==> config.mk <==
export PLATFORM = sky130hd
export DESIGN_NAME = serial_pattern_tx_flat
export DESIGN_NICKNAME = d
export VERILOG_FILES = /design/src/rtl/detect_pkg.sv /design/src/rtl/serial_pattern_tx_if.sv /design/src/rtl/serial_pattern_tx.sv /design/src/flat_wrapper.sv
export SDC_FILE = /design/constraint.sdc
export NUM_CORES = 1
export LEC_CHECK = 0
export ABC_AREA = 1
export BUFFER_PORTS_ARGS = -buffer_cell sky130_fd_sc_hd__buf_4
export CORE_MARGIN = 1
export CORE_UTILIZATION = 46
export CTS_CLUSTER_DIAMETER = 50
export CTS_CLUSTER_SIZE = 28
export DETAILED_ROUTE_END_ITERATION = 7
export HOLD_SLACK_MARGIN = 0.05
export PLACE_DENSITY = 0.7
export SYNTH_ARGS = -nofsm -noshare
export SYNTH_HDL_FRONTEND = slang
export SYNTH_SLANG_ARGS = --single-unit
==> constraint.sdc <==
create_clock -name ck -period 1.7 [get_ports ck]
set_clock_uncertainty 0.1 [all_clocks]
set_input_delay 0.51 -clock ck [delete_from_list [all_inputs] [get_ports ck]]
set_output_delay 0.51 -clock ck [all_outputs]
set_load 0.01 [all_outputs]
==> src/rtl/detect_pkg.sv <==
// Shared constants for the serial pattern transmitter and the consecutive-ones detector bench.
// State encodings and default word/gap sizes; no logic.
package detect_pkg;

   localparam logic [1:0] IDLE  = 2'd0;
   localparam logic [1:0] SHIFT = 2'd1;
   localparam logic [1:0] GAP   = 2'd2;

   localparam int DEF_WIDTH = 8;
   localparam int DEF_GAP   = 1;

   typedef enum logic [1:0] {
      ST_IDLE  = IDLE,
      ST_SHIFT = SHIFT,
      ST_GAP   = GAP
   } state_t;

endpackage

==> src/rtl/serial_pattern_tx_if.sv <==
// Word-load and serial-output bundle of the pattern transmitter.
// The master drives start/word; the slave (transmitter) drives the serial line and status.
interface serial_pattern_tx_if #(
   parameter int WIDTH = 8,
   parameter int CNTW  = $clog2(WIDTH) + 1
);
   logic             start;
   logic [WIDTH-1:0] word;
   logic             dout;
   logic             dout_valid;
   logic             busy;
   logic             done;
   logic [CNTW-1:0]  pair_cnt;

   modport master (
      output start, word,
      input  dout, dout_valid, busy, done, pair_cnt
   );

   modport slave (
      input  start, word,
      output dout, dout_valid, busy, done, pair_cnt
   );
endinterface

==> src/rtl/serial_pattern_tx.sv <==
// Shifts a captured word out MSB-first one bit per clock, then GAP zero cycles, then a done pulse.
// First bit appears the cycle after start is accepted; start is ignored (not stalled) while busy.
module serial_pattern_tx #(
   parameter int WIDTH = detect_pkg::DEF_WIDTH,
   parameter int GAP   = detect_pkg::DEF_GAP
) (
   input  logic               ck,
   input  logic               rst,
   serial_pattern_tx_if.slave bus
);
   import detect_pkg::*;

   localparam int CNTW = $clog2(WIDTH) + 1;
   localparam int BW   = $clog2(WIDTH);
   localparam int GW   = (GAP > 1) ? $clog2(GAP) : 1;

   localparam logic [BW-1:0] BIT_LAST = BW'(WIDTH - 1);
   localparam logic [GW-1:0] GAP_LAST = GW'((GAP > 0) ? GAP - 1 : 0);

   state_t           r_state;
   logic [WIDTH-1:0] r_sh;
   logic [BW-1:0]    r_bit;
   logic [GW-1:0]    r_gap;
   logic             r_dout;
   logic             r_vld;
   logic             r_busy;
   logic             r_done;
   logic [CNTW-1:0]  r_pair;

   // r_sh[WIDTH-1] always holds the bit currently on dout, so the next bit is r_sh[WIDTH-2]
   always_ff @(posedge ck or negedge rst) begin
      if (!rst) begin
         r_state <= ST_IDLE;
         r_sh    <= '0;
         r_bit   <= '0;
         r_gap   <= '0;
         r_dout  <= 1'b0;
         r_vld   <= 1'b0;
         r_busy  <= 1'b0;
         r_done  <= 1'b0;
         r_pair  <= '0;
      end else begin
         r_done <= 1'b0;
         case (r_state)
            ST_IDLE: begin
               if (bus.start) begin
                  r_sh    <= bus.word;
                  r_dout  <= bus.word[WIDTH-1];
                  r_vld   <= 1'b1;
                  r_busy  <= 1'b1;
                  r_pair  <= '0;
                  r_bit   <= '0;
                  r_state <= ST_SHIFT;
               end
            end
            ST_SHIFT: begin
               if (r_bit == BIT_LAST) begin
                  r_dout <= 1'b0;
                  r_vld  <= 1'b0;
                  r_gap  <= '0;
                  if (GAP > 0) begin
                     r_state <= ST_GAP;
                  end else begin
                     r_state <= ST_IDLE;
                     r_busy  <= 1'b0;
                     r_done  <= 1'b1;
                  end
               end else begin
                  r_sh   <= {r_sh[WIDTH-2:0], 1'b0};
                  r_dout <= r_sh[WIDTH-2];
                  r_bit  <= r_bit + 1'b1;
                  if (r_sh[WIDTH-1] && r_sh[WIDTH-2]) begin
                     r_pair <= r_pair + 1'b1;
                  end
               end
            end
            ST_GAP: begin
               if (r_gap == GAP_LAST) begin
                  r_state <= ST_IDLE;
                  r_busy  <= 1'b0;
                  r_done  <= 1'b1;
               end else begin
                  r_gap <= r_gap + 1'b1;
               end
            end
            default: begin
               r_state <= ST_IDLE;
               r_dout  <= 1'b0;
               r_vld   <= 1'b0;
               r_busy  <= 1'b0;
            end
         endcase
      end
   end

   assign bus.dout       = r_dout;
   assign bus.dout_valid = r_vld;
   assign bus.busy       = r_busy;
   assign bus.done       = r_done;
   assign bus.pair_cnt   = r_pair;

endmodule

==> src/flat_wrapper.sv <==
// flat-port wrapper written by rule: the top's interface ports become plain ports
module serial_pattern_tx_flat import detect_pkg::*;
#(
   parameter int WIDTH = detect_pkg::DEF_WIDTH,
   parameter int GAP   = detect_pkg::DEF_GAP
)
  (ck, rst, bus_start, bus_word, bus_dout, bus_dout_valid, bus_busy, bus_done, bus_pair_cnt);
  serial_pattern_tx_if #(.WIDTH(WIDTH), .CNTW(4)) bus_i ();
  input  logic ck;
  input  logic rst;
  input wire logic [$bits(bus_i.start)-1:0] bus_start;
  input wire logic [$bits(bus_i.word)-1:0] bus_word;
  output wire logic [$bits(bus_i.dout)-1:0] bus_dout;
  output wire logic [$bits(bus_i.dout_valid)-1:0] bus_dout_valid;
  output wire logic [$bits(bus_i.busy)-1:0] bus_busy;
  output wire logic [$bits(bus_i.done)-1:0] bus_done;
  output wire logic [$bits(bus_i.pair_cnt)-1:0] bus_pair_cnt;
  assign bus_i.start = bus_start;
  assign bus_i.word = bus_word;
  assign bus_dout = bus_i.dout;
  assign bus_dout_valid = bus_i.dout_valid;
  assign bus_busy = bus_i.busy;
  assign bus_done = bus_i.done;
  assign bus_pair_cnt = bus_i.pair_cnt;
  serial_pattern_tx #(.WIDTH(WIDTH), .GAP(GAP)) u_core (.ck(ck), .rst(rst), .bus(bus_i));
endmodule
==> results.md <==
- The flow ran to the end, and the final reports show no timing, DRC or antenna violations.
- For this block, the via count after detailed routing is 794.
- After detailed placement, the design holds a cell count of 159.
- The worst path buffer plus inverter count is 1.
- The required time of the critical path is 1.09 ns.
- The global placement routability congestion is 0.747.
- The proportion of synthesized area in mux cells is 0%.
- After Yosys synthesis, full adders, half adders and majority gates account for 3.52% of the synthesized area.
- Clock-pin slew was measured on the worst setup and hold paths at 0.12 ns.
- The type of the worst min-delay path is input pin to register.
- Setup repair after global routing left no endpoint under its margin.
- Traced cell by cell, the critical path runs through buf_4.
- Global routing consumed, over all layers together, 15.9% of the routing resources.
- The proportion of power drawn by combinational gates is 49.9%.
- The number of antenna diodes in the final layout is 0.
- Dividing the detail-routed wire length by the instance count gives 10.9 um.
- The static leakage is 0.620 nW.
- STA classifies the critical path endpoint as an output pin.
- After the first detailed-routing iteration, the DRC count stood at 14.
- The maximum clock path buffer count is 2.
- After layout, the design draws a total of 2.13 mW.
- The final-stage net count is 151.
- The number of non-filler instances in the completed layout is 164.
- The endpoint arrival time on the critical path is 0.93 ns.
- The final critical path takes up 90.7% of the cycle.
- Once detail routing completed, the nets flagged for antenna violations numbered 0.
- For this design the total switching power over the nets is 0.922 mW.
- The final count of pins violating max slew is 0.
- The class of the most critical setup path is register to output pin.
- Setup total negative slack on the finished layout was measured at 0 ns.
- The synthesized netlist cell count is 115.
- The switching share of power is 43.2%.
- The worst hold path begins at bus_word[0].
- The total of warnings raised by yosys is 0.
- Entering global routing, the biggest net connects 22 pins.
- The die extent in y is 50.2 um.
- The placement-stage worst setup slack is 0.111 ns.
- The area growth from synthesis to layout is 16.8%.
- The highest ir drop seen on vdd is 0.000794 V.
- Synthesis instantiated 22 different standard cells from the library.
- The total wire length after detailed routing is 1.79 mm.
- The worst hold path passes through 3 cells.
- Sequential cells account for 38.9% of the total power.
- The fraction of layout cells with a size suffix above 1 is 32.4%.
- The worst setup path is launched from a register.
- The CTS tree is yes.
- The floorplan has 17 rows.
- Across the run, the number of max-cap violations was 0.
- The worst path in the final design needs a cycle of 1.54 ns, including I/O delays and setup.
- The area share of xor/xnor cells in the synthesized design is 0%.
- Along the worst path, the maximum fanout reaches 6.
- The layout has 203 filler cells.
- The number of detailed-route iterations in the first pass is 4.
- Input and output buffers added on the ports amount to 18.
- Clock tree synthesis inserted a total of 3 buffers.
- The synthesis-stage register bit count is 21.
- The per-cell via count in the routed design is 4.84.
- The number of failing hold endpoints at the final stage is 0.
- The number of antenna violations at the first check in global routing is 0.
- Internal power comes to 1.21 mW.
- At the pin with the least slew margin, the transition time is 0.270 ns.
- The clock net in this run drives a total of 21 sinks.
- For this design the top-level I/O count stands at 19.
- The post-synthesis compound-gate area fraction is 13.6%.
- For this configuration, the core starts out at a cell density of 48.7%.
- The reg-to-reg setup timing slack is 0.16 ns.
- In this run the critical register-to-register path is launched from u_core.r_bit[0].
- The via count of the first global-routing pass is 694.
- The smallest setup slack after layout is 0.158 ns.
- Averaged over all synthesized cells, the footprint is 9.28 sq um.
- The clock group share of total power is 11.2%.
- The HPWL after detailed placement is 1.27 mm.
- The family with the most delay on the worst path is flip-flops.
- The power per standard cell area is 1710 nW/um^2.
- The first global-routing pass estimated 2.95 mm of wire.
- Synthesis produced a netlist with a net count of 129.
- The utilization after layout is 56.9%.
- The largest individual stage delay along the critical path comes from the cell sky130_fd_sc_hd__dfrtp_1.
- The share of the Yosys chip area taken by registers is 49.2%.
- The number of setup violations in the final report is 0.
- CTS built an H-tree with a depth of 1.
- The die covers 2520 sq um.
- The upper clock frequency limit is 648 MHz.
- The endpoint of the worst register-to-register path is u_core.bus.dout.
- The relative slew slack is 82.0%.
- For the worst-skew pair, the clock arrives at the later sink with an insertion delay of 0.30 ns.
- In this design, the stage delay of the slowest critical-path cell is 0.46 ns.
- The synthesized area is 1070 sq um.
- The floorplan die width is 50.2 um.
- The DRC violation count after routing is 0.
- The number of cells on the worst reg-to-reg path is 7.
- In this run the standard cell core region covers 2190 sq um.
- The simple-gate area share of the yosys netlist is 24.9%.
- After synthesis, the largest family of logic cells by area is simple AND/OR/NAND/NOR gates.
- In this run the worst setup path begins at u_core.bus.pair_cnt[2].
- The library cell used as clock root buffer is sky130_fd_sc_hd__clkbuf_4.
- The path with the worst hold slack has its endpoint at u_core.r_sh[0].
- The remaining global-route overflow is 0.
final cells by class:
class                      count  area [sq um]  share of cell area, %
inverter                      16          62.6                   5.02
tap                           28          35.0                   2.81
sequential                    21           526                   42.2
timing repair buffer          19           145                   11.6
clock buffer                   3          22.5                   1.81
multi-input combinational     76           450                   36.1
clock inverter                 1          5.00                  0.402
layout by cell type, fill, tap and decap left out, types with 2 or more instances in the layout:
cell type / instances
sky130_fd_sc_hd__nand2_1: 33
sky130_fd_sc_hd__dfrtp_1: 21
sky130_fd_sc_hd__buf_4: 18
sky130_fd_sc_hd__inv_1: 13
sky130_fd_sc_hd__o21ai_0: 8
sky130_fd_sc_hd__o21ai_2: 7
sky130_fd_sc_hd__o21ai_1: 7
sky130_fd_sc_hd__nand3_1: 5
sky130_fd_sc_hd__nand2_2: 3
sky130_fd_sc_hd__clkbuf_4: 3
sky130_fd_sc_hd__inv_2: 2
sky130_fd_sc_hd__or2_2: 2
sky130_fd_sc_hd__ha_1: 2
kinds of logic (layout without fill, tap and decap cells):
logic type,count (synthesis),count (layout)
flops,21,21
buf+inv,18,39
simple gates,50,50
compound gates,23,23
fa+ha+maj,3,3
power groups by stage:
stage                     Clock, mW  Sequential (mW)  Combinational [mW]
after global routing          0.270            0.853                1.22
after floorplan                   0            0.849               0.863
final                         0.239            0.830                1.07
after CTS                     0.253            0.831                1.08
after global placement            0            0.832                1.04
after detailed placement          0            0.842                1.08
routing by layer:
| metal | vias to the layer above | GRT usage [%] | wire, um |
|---|---|---|---|
| met5 | - | 0 | 0 |
| met4 | 0 | 8.57 | 14 |
| met3 | 2 | 2.73 | 59 |
| met2 | 18 | 25.1 | 877 |
| met1 | 366 | 20.5 | 837 |
| li1 | 408 | - | - |
what timing repair did:
item	4_1_cts	5_1_grt
endpoints found under the setup margin	0	4
hold endpoints to repair	21	0
hold buffers	1	0
resized for setup	0	1
buffers inserted	0	0
worst reg2reg max path: cells and delay by family, from the launching register on:
family,cells,cell delay (ns)
adder cells (fa/ha/maj),2,0.43
flip-flops,1,0.42
AND/OR/NAND/NOR,3,0.37
AO/OA/AOI/OAI,1,0.09
buffers and inverters,1,0.06
registers in the layout, summed over array words and instances, names as in the netlist:
| name | cells |
|---|---|
| u_core.bus.busy | 1 |
| u_core.r_sh | 8 |
| u_core.bus.dout | 1 |
| u_core.r_bit | 3 |
| u_core.r_state | 2 |
| u_core.bus.dout_valid | 1 |
| u_core.bus.done | 1 |
| u_core.bus.pair_cnt | 4 |
cell usage after synthesis:
cell type	number	share of area, %
sky130_fd_sc_hd__a21oi_2	1	0.82
sky130_fd_sc_hd__buf_12	1	1.9
sky130_fd_sc_hd__buf_6	1	1.1
sky130_fd_sc_hd__dfrtp_1	21	49
sky130_fd_sc_hd__ha_1	3	3.5
sky130_fd_sc_hd__inv_1	13	4.6
sky130_fd_sc_hd__inv_2	2	0.70
sky130_fd_sc_hd__inv_4	1	0.59
sky130_fd_sc_hd__nand2_1	33	12
sky130_fd_sc_hd__nand2_2	3	1.8
sky130_fd_sc_hd__nand2_4	1	1.1
sky130_fd_sc_hd__nand2_8	1	1.9
sky130_fd_sc_hd__nand3_1	5	2.3
sky130_fd_sc_hd__nand3_4	1	1.6
sky130_fd_sc_hd__nand4_1	1	0.59
sky130_fd_sc_hd__nor2_1	1	0.35
sky130_fd_sc_hd__nor2_2	1	0.59
sky130_fd_sc_hd__nor2_8	1	1.9
sky130_fd_sc_hd__o21ai_0	8	3.8
sky130_fd_sc_hd__o21ai_1	7	3.3
sky130_fd_sc_hd__o21ai_2	7	5.7
sky130_fd_sc_hd__or2_2	2	1.2
through the flow:
step	hold slack (ns)	area (sq um)
finish	0.344	1250
CTS	0.335	1240
detailed placement	0.312	1210
global placement	0.311	1210
global route	0.345	1250
floorplan	0.114	1070
worst max-delay path by stage:
stage               slack (ns)  cells after the start                      to
global placement          0.15                      8  u_core.bus.pair_cnt[3]
finish                    0.16                      1         bus_pair_cnt[2]
CTS                       0.09                      8  u_core.bus.pair_cnt[2]
global route              0.01                      8  u_core.bus.pair_cnt[2]
detailed placement        0.11                      8  u_core.bus.pair_cnt[2]
floorplan                 0.21                      8  u_core.bus.pair_cnt[3]
Power figures use the tool's default switching activity.
